==> config.mk <==
export PLATFORM = sky130hd
export DESIGN_NAME = jtag_cmd_sequencer
export DESIGN_NICKNAME = d
export VERILOG_FILES = /design/src/rtl/jtag_cmd_sequencer.sv
export SDC_FILE = /design/constraint.sdc
export NUM_CORES = 1
export LEC_CHECK = 0
export CORE_MARGIN = 2
export CORE_UTILIZATION = 40
export CTS_CLUSTER_DIAMETER = 30
export DETAILED_ROUTE_END_ITERATION = 10
export HOLD_SLACK_MARGIN = 0.1
export PLACE_DENSITY = 0.6
export RECOVER_POWER = 25
export REMOVE_ABC_BUFFERS = 1
export SLEW_MARGIN = 20
export SYNTH_ARGS = -nofsm -noshare
export SYNTH_HDL_FRONTEND = slang
export SYNTH_SLANG_ARGS = --single-unit
==> constraint.sdc <==
create_clock -name iCLOCK_50 -period 5.76 [get_ports iCLOCK_50]
set_clock_uncertainty 0.15 [all_clocks]
set_input_delay 1.152 -clock iCLOCK_50 [delete_from_list [all_inputs] [get_ports iCLOCK_50]]
set_output_delay 1.152 -clock iCLOCK_50 [all_outputs]
set_load 0.02 [all_outputs]
==> src/rtl/jtag_cmd_sequencer.sv <==
// Frames the receiver byte stream into SYNC/ADDR/DATA/CHK commands
// and issues one register write per good frame over valid/ready.
module jtag_cmd_sequencer #(
    parameter logic [7:0] SYNC_BYTE   = 8'hA5,
    parameter int         ADDR_W      = 8,
    parameter int         DATA_W      = 16,
    parameter int         TIMEOUT_CYC = 50000
) (
    input  logic              iCLOCK_50,
    input  logic              iRST_N,
    input  logic [7:0]        iBYTE,
    input  logic              iBYTE_FLAG,
    output logic              oWR_EN,
    output logic [ADDR_W-1:0] oWR_ADDR,
    output logic [DATA_W-1:0] oWR_DATA,
    input  logic              iWR_READY,
    output logic              oBUSY,
    output logic [2:0]        oERR,
    input  logic              iERR_CLR,
    output logic [7:0]        oFRAME_CNT
);

    localparam int          NB      = DATA_W / 8;
    localparam logic [2:0]  IDX_END = 3'(NB - 1);
    localparam logic [16:0] TO_LAST = 17'(TIMEOUT_CYC - 1);

    typedef enum logic [2:0] {
        S_IDLE,
        S_ADDR,
        S_DATA,
        S_CHK,
        S_WRITE
    } state_t;

    state_t              state_q;
    logic                flag_q;
    logic [16:0]         timer_q;
    logic [2:0]          idx_q;
    logic [7:0]          chk_q;
    logic [ADDR_W-1:0]   addr_q;
    logic [DATA_W-1:0]   data_q;
    logic                wr_en_q;
    logic [ADDR_W-1:0]   wr_addr_q;
    logic [DATA_W-1:0]   wr_data_q;
    logic [2:0]          err_q;
    logic [7:0]          cnt_q;

    logic                ev;
    logic                in_frame;
    logic                to_hit;
    logic                ck_bad;
    logic                ovr;
    logic                hs;
    logic [2:0]          err_set;
    logic [DATA_W+7:0]   shift_w;

    // Byte events, error conditions and the data shift candidate
    always_comb begin
        ev       = iBYTE_FLAG & ~flag_q;
        in_frame = (state_q == S_ADDR) || (state_q == S_DATA) ||
                   (state_q == S_CHK);
        to_hit   = in_frame && !ev && (timer_q == TO_LAST);
        ck_bad   = (state_q == S_CHK) && ev && (iBYTE != chk_q);
        ovr      = (state_q == S_WRITE) && ev;
        hs       = (state_q == S_WRITE) && wr_en_q && iWR_READY;
        err_set  = {ovr, to_hit, ck_bad};
        shift_w  = {data_q, iBYTE};
    end

    // Frame parser FSM with registered write outputs, timer and errors
    always_ff @(posedge iCLOCK_50 or negedge iRST_N) begin
        if (!iRST_N) begin
            state_q   <= S_IDLE;
            flag_q    <= 1'b0;
            timer_q   <= '0;
            idx_q     <= '0;
            chk_q     <= '0;
            addr_q    <= '0;
            data_q    <= '0;
            wr_en_q   <= 1'b0;
            wr_addr_q <= '0;
            wr_data_q <= '0;
            err_q     <= '0;
            cnt_q     <= '0;
        end else begin
            flag_q <= iBYTE_FLAG;
            err_q  <= (iERR_CLR ? 3'b000 : err_q) | err_set;

            if (in_frame && !ev && !to_hit) begin
                timer_q <= timer_q + 17'd1;
            end else begin
                timer_q <= '0;
            end

            unique case (state_q)
                S_IDLE: begin
                    if (ev && iBYTE == SYNC_BYTE) begin
                        state_q <= S_ADDR;
                    end
                end
                S_ADDR: begin
                    if (ev) begin
                        addr_q  <= iBYTE[ADDR_W-1:0];
                        chk_q   <= iBYTE;
                        idx_q   <= '0;
                        state_q <= S_DATA;
                    end else if (to_hit) begin
                        state_q <= S_IDLE;
                    end
                end
                S_DATA: begin
                    if (ev) begin
                        data_q <= shift_w[DATA_W-1:0];
                        chk_q  <= chk_q ^ iBYTE;
                        idx_q  <= idx_q + 3'd1;
                        if (idx_q == IDX_END) begin
                            state_q <= S_CHK;
                        end
                    end else if (to_hit) begin
                        state_q <= S_IDLE;
                    end
                end
                S_CHK: begin
                    if (ev) begin
                        if (!ck_bad) begin
                            wr_addr_q <= addr_q;
                            wr_data_q <= data_q;
                            wr_en_q   <= 1'b1;
                            state_q   <= S_WRITE;
                        end else begin
                            state_q <= S_IDLE;
                        end
                    end else if (to_hit) begin
                        state_q <= S_IDLE;
                    end
                end
                S_WRITE: begin
                    if (hs) begin
                        wr_en_q <= 1'b0;
                        cnt_q   <= cnt_q + 8'd1;
                        state_q <= S_IDLE;
                    end
                end
                default: begin
                    state_q <= S_IDLE;
                end
            endcase
        end
    end

    assign oWR_EN     = wr_en_q;
    assign oWR_ADDR   = wr_addr_q;
    assign oWR_DATA   = wr_data_q;
    assign oBUSY      = (state_q != S_IDLE);
    assign oERR       = err_q;
    assign oFRAME_CNT = cnt_q;

endmodule
==> results.md <==
### Pwr
- 20.4% — relative contribution of combinational cells to total power
- 2.15 nW — reported leakage power
- 1.62 mW — Final Total Pwr
- 0.510 mW — switching power
- 31.4% — fraction of power spent switching nets
- 1.11 mW — internal power component
- 55.2% — sequential group share of total power
- 338 nW/um2 — power density of the placed cells
- 0.000203 V — Max VDD drop
- 24.4% — part of the power in the clock network

### Worst setup path
- 5 — worst reg2reg path depth
- 5910 ps — data required time of the worst path
- state_q[2] — FF-to-FF Start
- 4040 ps — arrival time at the worst endpoint
- 47 — crit-path max FO
- sky130_fd_sc_hd__clkbuf_1 — Crit-path slowest cell
- 3320 ps — internal reg-to-reg setup slack
- 1750 ps — biggest cell delay along the critical path
- async pin — sort of element at the end of the critical path
- oWR_DATA[6] — r2r endpoint
- primary input to async pin — Crit Path Category
- buffers and inverters — category of cells accounting for the largest share of critical-path delay
- primary input — sort of element at the start of the critical path
- 2 — number of buffers and inverters on the critical path
- clkbuf_1 -> clkbuf_2 — ordered list of cells on the worst path

### Synthesis
- 1.24% — Adder-Cell Fraction of Synth Area
- 57.2% — portion of synthesized cell area occupied by the leading cell type
- sky130_fd_sc_hd__dfrtp_1, sky130_fd_sc_hd__mux2_2, sky130_fd_sc_hd__nand2_1 — Synth area leaders
- 9.73% — share of synthesized area spent on multiplexers
- simple AND/OR/NAND/NOR gates — combinational family with the most area after synthesis
- 6.09% — xor and xnor area share after synthesis
- 100% — ys async rst share
- 11.4 um2 — Synth Area per Inst
- 353 — post-synthesis instance total
- sky130_fd_sc_hd__dfrtp_1 — flip-flop cell with the highest count after synthesis
- 17.0% — post-synthesis simple-gate area fraction
- 0 — Post-synth EDFFs
- 0 — number of warning messages in the yosys log
- 45 — library cells used by synthesis
- 6.41% — complex-gate fraction of the synthesized area
- 92 — Seq cells post-synth
- 4020 um2 — post-synthesis instance area
- 57.2% — share of synthesized area occupied by flip-flops and latches
- sky130_fd_sc_hd__dfrtp_1 — dominant cell type by area after synthesis

### Floorplan
- 36 — num rows
- 9770 um2 — core outline area
- 50 — Ports
- 10,900 um2 — die area
- 41.2% — Initial Utilization
- 104 um — die extent in y
- 104 um — width of the die

### Routing
- 14.4 um — DR WL/cell
- 0 — number of remaining DRC errors
- 7.79 mm — total wire length
- 2,756 — number of vias after detailed routing
- 99 — DRC marker count from the first detailed-route iteration
- 5.09 — via count normalized by instance count
- 5 — detailed-routing iteration count for the pre-antenna-repair pass
- 0 — antenna-violating nets left

### Placement
- 49 — Port Buffers
- 0.773 — routability cong.
- 4630 um2 — placed inst area
- 5.26 mm — half-perimeter wire length after placement

### Clock tree
- 9 — total CTS buffers
- 92 — clock sinks
- 0 — Post-CTS Repair Setup Buffers
- sky130_fd_sc_hd__clkbuf_8 — clock tree root buffer cell
- 0 — post-cts hold buffer count
- 0 — Resized cells post-CTS
- 3 — H-Tree Depth
- done — clock tree from TritonCTS
- 2 — number of buffers between clock root and the deepest sink
- 350 ps — Clock Latency Late Sink
- 90 ps — CTS clk-pin slew, worst paths

### Cells and area
- 13.5% — proportion of layout cells with a drive suffix above 1
- 4800 um2 — post-route cell area
- 19.3% — layout overhead on the synthesized area
- 420 — fin nets
- 0 — count of inserted antenna diode cells

### Timing
- 67.4% — portion of the clock cycle consumed by the worst path in the final layout
- 258 MHz — fmax
- 3880 ps — clock period minus worst slack
- 2510 ps — measured slew at the worst slew-check pin
- 0 ps — final total negative setup slack
- 0 — final hold vios
- false — setup repair after global routing missed its margin
- 47 — Max Slew Vio Count
- 0 — final number of setup-violating endpoints
- -67.4% — relative slew slack

### Hold path
- oFRAME_CNT[7] — endpoint of the worst hold path
- register to register — path type of the worst min-delay path
- 1 — number of cells on the worst hold path
- oFRAME_CNT[7] — beginning of the worst hold path

### Global route
- 2,734 — vias in the first global route
- 48 — pin count of the biggest net entering global routing
- 13.5 mm — global-route wire length before repair
- 15.3% — overall fraction of global-route tracks in use
- 0 — overall overflow remaining after global route
- 0 — antenna violations before repair

### Outcome
- capacitance limit, slew limit — violations in the final reports
- complete, but fails checks — result of the run

### Job
- 1 — max capacitance violation total

## cell usage after synthesis (4+ instances only)
cell	number
sky130_fd_sc_hd__nor2_1	26
sky130_fd_sc_hd__o22ai_1	4
sky130_fd_sc_hd__nand2_1	57
sky130_fd_sc_hd__and3_1	5
sky130_fd_sc_hd__ha_1	4
sky130_fd_sc_hd__nor3_1	4
sky130_fd_sc_hd__a311oi_1	8
sky130_fd_sc_hd__inv_1	6
sky130_fd_sc_hd__a21oi_1	12
sky130_fd_sc_hd__dfrtp_1	92
sky130_fd_sc_hd__xor2_1	8
sky130_fd_sc_hd__buf_2	6
sky130_fd_sc_hd__nand3_1	11
sky130_fd_sc_hd__mux2_2	30
sky130_fd_sc_hd__nand4_1	10
sky130_fd_sc_hd__xnor2_1	20
## layer usage
| layer | vias to the layer above | track usage (%) | part of all wire [%] |
|---|---|---|---|
| li1 | 1334 | - | - |
| met1 | 1360 | 20.3 | 47 |
| met2 | 58 | 25.1 | 48 |
| met3 | 4 | 4.51 | 4.5 |
| met4 | 0 | 2.90 | 0.48 |
| met5 | - | 0 | 0 |
## power by group through the flow
stage | Sequential, mW | Clock, mW | Combinational (mW)
after CTS | 0.899 | 0.409 | 0.339
after global routing | 0.923 | 0.438 | 0.380
after detailed placement | 0.911 | 0 | 0.337
final | 0.897 | 0.396 | 0.331
after global placement | 0.907 | 0 | 0.327
after floorplan | 0.890 | 0 | 0.226
## per-stage QoR
| stage | utilization (%) | hold slack, ps | worst slack (ps) | instances |
|---|---|---|---|---|
| 6_report | 49.1 | 323 | 1880 | 541 |
| 5_1_grt | 49.1 | 354 | 1230 | 541 |
| 4_1_cts | 49.2 | 332 | 2460 | 541 |
| 3_5_place_dp | 47.4 | 315 | 2120 | 525 |
| 3_3_place_gp | 47.4 | 308 | 2130 | 525 |
| 2_1_floorplan | - | 290 | 2860 | 340 |
## layout by cell type, fill, tap and decap left out, drive strengths merged, types with 3 or more instances in the layout
| cell type | netlist | layout |
|---|---|---|
| o21ai | 4 | 4 |
| inv | 6 | 7 |
| a21oi | 12 | 12 |
| mux2 | 33 | 33 |
| or3 | 3 | 3 |
| nand2 | 57 | 57 |
| nand4 | 10 | 10 |
| nor2 | 26 | 26 |
| o22ai | 4 | 4 |
| clkbuf | 3 | 13 |
| xor2 | 8 | 8 |
| nand3 | 11 | 11 |
| a311oi | 8 | 8 |
| dfrtp | 92 | 92 |
| clkdlybuf4s50 | 0 | 46 |
| xnor2 | 20 | 20 |
| nor4 | 4 | 4 |
| nor3 | 5 | 5 |
| ha | 4 | 4 |
| and3 | 5 | 5 |
| clkinv | 0 | 4 |
## worst max-delay path by stage
stage | depth (start not counted) | slack, ps | from | end
after floorplan | 4 | 2860 | iBYTE_FLAG | oWR_ADDR[0]
after global placement | 6 | 2130 | iBYTE[5] | oWR_DATA[14]
after detailed placement | 6 | 2120 | iBYTE[5] | oWR_DATA[3]
after CTS | 6 | 2460 | iBYTE[5] | oWR_DATA[6]
after global routing | 2 | 1230 | iRST_N | oWR_DATA[1]
final | 2 | 1880 | iRST_N | data_q[6]
## cells by family after synthesis
logic type / after synthesis
AND/OR/NAND/NOR: 138
flip-flops: 92
AO/OA/AOI/OAI: 37
multiplexers: 35
XOR/XNOR: 28
buffers and inverters: 19
adder cells (fa/ha/maj): 4
## sequential cells by signal, indices dropped and copies added, names as in the netlist, 8 cells and up
signal      flops
oWR_DATA       16
data_q         16
oWR_ADDR        8
chk_q           8
timer_q        17
addr_q          8
oFRAME_CNT      8
## layout make-up
type	instances	area [um2]
Clock buffer	11	141
Clock inverter	5	36.3
Fill cell	942	4970
Inverter	6	22.5
Multi-Input combinational cell	242	1630
Sequential cell	92	2300
Tap cell	133	166
Timing Repair Buffer	52	504
## worst reg2reg max path, stage by stage (launching register included)
cell	delay [ps]
sky130_fd_sc_hd__dfrtp_1	500
sky130_fd_sc_hd__and4bb_2	380
sky130_fd_sc_hd__nand2_1	120
sky130_fd_sc_hd__nor3_4	450
sky130_fd_sc_hd__buf_4	350
sky130_fd_sc_hd__mux2_2	380
Note: power is estimated with default switching activity, not from simulation.
